[src/rtl/spi_shift_register.sv]
// spi_shift_register
// Serialiser/deserialiser stage sitting behind the SPI baud generator.
// A parallel word is loaded on send_data_i. Once slave select is low, the
// word is shifted out on mosi_o, one bit per transmit strobe. MISO bits are
// captured into a receive word, one bit per receive strobe. When the last
// receive bit lands, the word is published on data_miso_o and
// receive_data_o pulses for one cycle.
//
// Ports
//   PCLK, PRESET          clock; synchronous active-high reset
//   ss_i                  slave select (active low); high aborts a transfer
//   send_data_i           one-cycle load request for data_mosi_i
//   data_mosi_i           word to transmit
//   lsbfe_i               1 = LSB first; sampled only at load
//   cpol_i, cpha_i        SPI mode; selects which strobe pair is live
//   mosi_send_sclk_i      transmit strobe when cpol_i == cpha_i
//   mosi_send_sclk0_i     transmit strobe when cpol_i != cpha_i
//   miso_receive_sclk_i   receive strobe when cpol_i == cpha_i
//   miso_receive_sclk0_i  receive strobe when cpol_i != cpha_i
//   miso_i                serial input line
//   mosi_o                serial output line
//   data_miso_o           last completed received word
//   busy_o                high from load until completion or abort
//   receive_data_o        one-cycle strobe when data_miso_o updates
module spi_shift_register #(
  parameter int DATA_WIDTH = 8
) (
  input  logic                  PCLK,
  input  logic                  PRESET,
  input  logic                  ss_i,
  input  logic                  send_data_i,
  input  logic [DATA_WIDTH-1:0] data_mosi_i,
  input  logic                  lsbfe_i,
  input  logic                  cpol_i,
  input  logic                  cpha_i,
  input  logic                  mosi_send_sclk_i,
  input  logic                  mosi_send_sclk0_i,
  input  logic                  miso_receive_sclk_i,
  input  logic                  miso_receive_sclk0_i,
  input  logic                  miso_i,
  output logic                  mosi_o,
  output logic [DATA_WIDTH-1:0] data_miso_o,
  output logic                  busy_o,
  output logic                  receive_data_o
);

  localparam int CW = $clog2(DATA_WIDTH + 1);  // counter width, holds DATA_WIDTH
  localparam int IW = $clog2(DATA_WIDTH);      // bit index width
  localparam logic [CW-1:0] CNT_FULL = CW'(DATA_WIDTH);
  localparam logic [CW-1:0] CNT_LAST = CW'(DATA_WIDTH - 1);
  localparam logic [IW-1:0] IDX_TOP  = IW'(DATA_WIDTH - 1);

  typedef enum logic [1:0] {IDLE, LOADED, SHIFT} state_t;

  state_t                state_reg, state_next;
  logic [DATA_WIDTH-1:0] tx_reg, tx_next;
  logic [DATA_WIDTH-1:0] rx_reg, rx_next;
  logic [DATA_WIDTH-1:0] data_miso_reg, data_miso_next;
  logic [CW-1:0]         tx_cnt_reg, tx_cnt_next;
  logic [CW-1:0]         rx_cnt_reg, rx_cnt_next;
  logic                  lsb_reg, lsb_next;
  logic                  mosi_reg, mosi_next;
  logic                  busy_reg, busy_next;
  logic                  rcv_reg, rcv_next;

  logic                  tx_stb, rx_stb;
  logic                  tx_fire, rx_fire;
  logic [IW-1:0]         tx_idx, rx_idx;
  logic [DATA_WIDTH-1:0] rx_merged;

  // Only one strobe pair is meaningful for a given mode; the other is ignored.
  assign tx_stb = (cpol_i ^ cpha_i) ? mosi_send_sclk0_i    : mosi_send_sclk_i;
  assign rx_stb = (cpol_i ^ cpha_i) ? miso_receive_sclk0_i : miso_receive_sclk_i;

  // A strobe acts only while shifting with slave select low (so an abort wins)
  // and only until its counter saturates at DATA_WIDTH.
  assign tx_fire = (state_reg == SHIFT) && !ss_i && tx_stb && (tx_cnt_reg < CNT_FULL);
  assign rx_fire = (state_reg == SHIFT) && !ss_i && rx_stb && (rx_cnt_reg < CNT_FULL);

  // Counter-to-bit mapping. The low IW bits suffice whenever the counter is
  // below DATA_WIDTH, which is the only time the index is used.
  assign tx_idx = lsb_reg ? tx_cnt_reg[IW-1:0] : IDX_TOP - tx_cnt_reg[IW-1:0];
  assign rx_idx = lsb_reg ? rx_cnt_reg[IW-1:0] : IDX_TOP - rx_cnt_reg[IW-1:0];

  // Receive word with this cycle's MISO bit merged in. Completion publishes it
  // directly, so the final bit appears in data_miso_o on the same edge.
  for (genvar gi = 0; gi < DATA_WIDTH; gi++) begin : g_rx_bit
    assign rx_merged[gi] = (rx_fire && (rx_idx == IW'(gi))) ? miso_i : rx_reg[gi];
  end

  always_comb begin
    state_next     = state_reg;
    tx_next        = tx_reg;
    rx_next        = rx_reg;
    data_miso_next = data_miso_reg;
    tx_cnt_next    = tx_cnt_reg;
    rx_cnt_next    = rx_cnt_reg;
    lsb_next       = lsb_reg;
    mosi_next      = mosi_reg;
    busy_next      = busy_reg;
    rcv_next       = 1'b0;

    case (state_reg)
      IDLE: begin
        if (send_data_i) begin
          tx_next     = data_mosi_i;
          rx_next     = '0;
          lsb_next    = lsbfe_i;
          tx_cnt_next = '0;
          rx_cnt_next = '0;
          busy_next   = 1'b1;
          state_next  = LOADED;
        end
      end
      LOADED: begin
        if (!ss_i) begin
          state_next = SHIFT;
        end
      end
      SHIFT: begin
        if (ss_i) begin
          busy_next  = 1'b0;
          state_next = IDLE;
        end else begin
          if (tx_fire) begin
            mosi_next   = tx_reg[tx_idx];
            tx_cnt_next = tx_cnt_reg + CW'(1);
          end
          if (rx_fire) begin
            rx_next     = rx_merged;
            rx_cnt_next = rx_cnt_reg + CW'(1);
            if (rx_cnt_reg == CNT_LAST) begin
              data_miso_next = rx_merged;
              rcv_next       = 1'b1;
              busy_next      = 1'b0;
              state_next     = IDLE;
            end
          end
        end
      end
      default: state_next = IDLE;
    endcase
  end

  always_ff @(posedge PCLK) begin
    if (PRESET) begin
      state_reg     <= IDLE;
      tx_reg        <= '0;
      rx_reg        <= '0;
      data_miso_reg <= '0;
      tx_cnt_reg    <= '0;
      rx_cnt_reg    <= '0;
      lsb_reg       <= 1'b0;
      mosi_reg      <= 1'b0;
      busy_reg      <= 1'b0;
      rcv_reg       <= 1'b0;
    end else begin
      state_reg     <= state_next;
      tx_reg        <= tx_next;
      rx_reg        <= rx_next;
      data_miso_reg <= data_miso_next;
      tx_cnt_reg    <= tx_cnt_next;
      rx_cnt_reg    <= rx_cnt_next;
      lsb_reg       <= lsb_next;
      mosi_reg      <= mosi_next;
      busy_reg      <= busy_next;
      rcv_reg       <= rcv_next;
    end
  end

  assign mosi_o         = mosi_reg;
  assign data_miso_o    = data_miso_reg;
  assign busy_o         = busy_reg;
  assign receive_data_o = rcv_reg;

endmodule

[config.mk]
export PLATFORM = sky130hd
export DESIGN_NAME = spi_shift_register
export DESIGN_NICKNAME = d
export VERILOG_FILES = /design/src/rtl/spi_shift_register.sv
export SDC_FILE = /design/constraint.sdc
export NUM_CORES = 1
export LEC_CHECK = 0
export ABC_AREA = 1
export BUFFER_PORTS_ARGS = -buffer_cell sky130_fd_sc_hd__buf_2
export CAP_MARGIN = 10
export CORE_MARGIN = 1.5
export CORE_UTILIZATION = 47
export DETAILED_ROUTE_END_ITERATION = 8
export GPL_ROUTABILITY_DRIVEN = 0
export GPL_TIMING_DRIVEN = 0
export PLACE_DENSITY_LB_ADDON = 0.05
export SLEW_MARGIN = 10
export SYNTH_ARGS = -nofsm -noshare
export SYNTH_HDL_FRONTEND = slang
export SYNTH_SLANG_ARGS = --single-unit
[constraint.sdc]
create_clock -name PCLK -period 1.7 [get_ports PCLK]
set_clock_uncertainty 0.05 [all_clocks]
set_input_delay 0.51 -clock PCLK [delete_from_list [all_inputs] [get_ports PCLK]]
set_output_delay 0.51 -clock PCLK [all_outputs]
set_load 0.1 [all_outputs]
==> flow_summary.yaml <==
status:
  status: "completed"
final_layout:
  multi_input_area_sq_um: 1075
  fin_nets: 370
  diodes: 0
  area_growth_pct: 16.46
  fin_util_pct: 58.27
  seqCellArea_sq_um: 763.2
  fillers: 410
  drive_gt1_share_pct: 18.05
yosys:
  synthMuxAreaShare_pct: 0
  ys_top_cells_by_count: "nand2_1 (94), dfxtp_1 (38), inv_1 (37)"
  synth_edf_count: 0
  synth_compound_area_share_pct: 14.50
  synth_top_family_by_area: "simple AND/OR/NAND/NOR gates"
  syn_area_per_cell_sq_um: 6.574
  yosysSeqAreaShare_pct: 37.21
  synth-simple-area-share_pct: 34.09
  yosysMostFrequentCell: "nand2_1"
  async_reset_ff_share_pct: 0
  yosysTopAreaCell: "dfxtp_1"
  synth_top_area_share_pct: 37.21
  synthCells: 311
  synthAdderAreaFrac_pct: 1.224
  syn_area_sq_um: 2044
  yosys.cell_types.count: 22
  yosys.area_share.xor_xnor_pct: 2.142
  ys.warnings.count: 0
  synth_nets: 333
  yosys_most_used_dff: "dfxtp_1"
  ys_top_cells_by_area: "dfxtp_1 (37%), nand2_1 (17%), nand3_1 (7.6%)"
  synth_seq_cells: 38
grt:
  grt_pass1_wl_um: 7100
  antenna_found_initial: 0
  grt-ovfl-total: 0
  track_usage_pct: 20.35
  grt_max_degree: 13
  grt_pass1_vias: 1538
sta:
  worstMarginPinSlew_ns: 0.5226
  clock.fmax_mhz: 615.6
  period_share_pct: 95.55
  rsz0062_at_grt: "false"
  relSlewSlack_pct: 65.16
  period_needed_ns: 1.624
  slew_violations: 0
  setup_violations: 0
  setup_slack_ns: 0.07563
  finalHoldViolations: 0
setup_path:
  worstPathCellList: "buf_2"
  crit_required_ns: 1.14
  worst_setup_path_start_kind: "register"
  critPathTopFamily: "buffers and inverters"
  cp_max_fo: 2
  worstSetupPathType: "register to primary output"
  arrival_ns: 1.06
  cp-end-kind: "primary output"
  max_stage_delay_ns: 0.43
  critPathBufInv: 1
  cpMaxStageDelayCell: "buf_2"
drt:
  wl_per_cell_um: 11.21
  ant_nets: 0
  vias: 1903
  vias_per_cell: 4.769
  drc_errors: 0
  wl_um: 4473
  dr.first_iter.drc_count: 116
  dr.pass1.iters: 4
placed_design:
  io_buffers: 30
  post-dp-hpwl_um: 3300
  pre_cts_slack_ns: -0.1271
run:
  maxCapViolCount: 0
clock_network:
  cts.sinks: 38
  holdBufCountCts: 0
  cts_resized: 0
  worstSkewPairLatency_ns: 0.30
  numCtsBuffers: 5
  cts_setup_buffers: 0
  clockBufferDepth: 2
  root_buffer: "clkbuf_8"
  htree_levels: 2
  path_clk_slew_ns: 0.08
  cts_tree: "done"
die:
  die_h_um: 68.96
  pin_count: 31
  initial_utilization_pct: 50.03
  rows: 23
  die_area_sq_um: 4755
  core_area_sq_um: 4086
  fp.dieW_um: 68.96
hold_path:
  hp-class: "register to register"
power_and_ir_drop:
  p_per_area_nw_per_um2: 846.5
  power_leakage_nw: 1.105
  vdd_ir_drop_max_mv: 0.4107
  p_total_w: 0.002016
==> path summary, 6_finish.rpt <==
check	start	endpoint	slack [ns]	cells after the start
hold / removal	tx_reg[6]$_SDFFE_PP0P_	tx_reg[6]$_SDFFE_PP0P_	0.41	2
setup reg to reg	state_reg[0]$_SDFFE_PP0P_	rx_reg[3]$_SDFFE_PP0P_	0.17	9
setup / recovery	data_miso_o[2]$_SDFFE_PP0P_	data_miso_o[2]	0.08	1
hold reg to reg	tx_reg[6]$_SDFFE_PP0P_	tx_reg[6]$_SDFFE_PP0P_	0.41	2
==> placed cells by master, fill, tap and decap left out, drive strengths merged, types with 2 or more instances in the layout <==
cell type / synthesis / final
o21ai: 11 / 11
xor2: 3 / 3
o21bai: 8 / 8
clkbuf: 5 / 10
ha: 2 / 2
nor2: 36 / 36
nand3: 33 / 33
nand3b: 2 / 2
clkinv: 0 / 2
nand2: 94 / 94
dfxtp: 38 / 38
inv: 40 / 40
buf: 5 / 35
xnor2: 2 / 2
a21oi: 29 / 29
==> report_power, final <==
group / internal (W) / switching, W / total (W)
Combinational: 0.000104 / 0.000205 / 0.000309
Sequential: 0.000922 / 0.0000186 / 0.000940
Clock: 0.000432 / 0.000334 / 0.000766
Total: 0.00146 / 0.000558 / 0.00202
==> per-layer routing <==
metal / wire (um) / GRT usage [%]
met1: 2323 / 29.35
met2: 1747 / 29.57
met3: 329 / 3.409
met4: 72 / 8.824
met5: 0 / 0
==> stage by stage <==
| step | setup TNS (ns) | hold WS (ns) | instance area (sq um) | cells |
|---|---|---|---|---|
| floorplan | 0 | 0.3791 | 2044 | 311 |
| global placement | -1.715 | 0.3944 | 2257 | 391 |
| detailed placement | -2.255 | 0.3985 | 2257 | 391 |
| CTS | 0 | 0.4101 | 2366 | 399 |
| global route | 0 | 0.4246 | 2381 | 399 |
| finish | 0 | 0.4100 | 2381 | 399 |
==> area by class of cell <==
cell class              count  share of cell area, %
clock inverters             3                  1.682
multi-input cells         223                  45.14
well taps                  50                  2.627
inverters                  40                  6.306
plain buffers              10                  2.995
flip-flops and latches     38                  32.05
clock buffers               5                  2.890
repair buffers             30                  6.306
==> kinds of logic (layout without fill, tap and decap cells) <==
| family | Yosys count | count (layout) |
|---|---|---|
| AND/OR/NAND/NOR | 167 | 167 |
| buffers and inverters | 50 | 88 |
| AO/OA/AOI/OAI | 49 | 49 |
| flip-flops | 38 | 38 |
| XOR/XNOR | 5 | 5 |
| adder cells (fa/ha/maj) | 2 | 2 |
No activity file was read; power rests on OpenSTA's default activity.
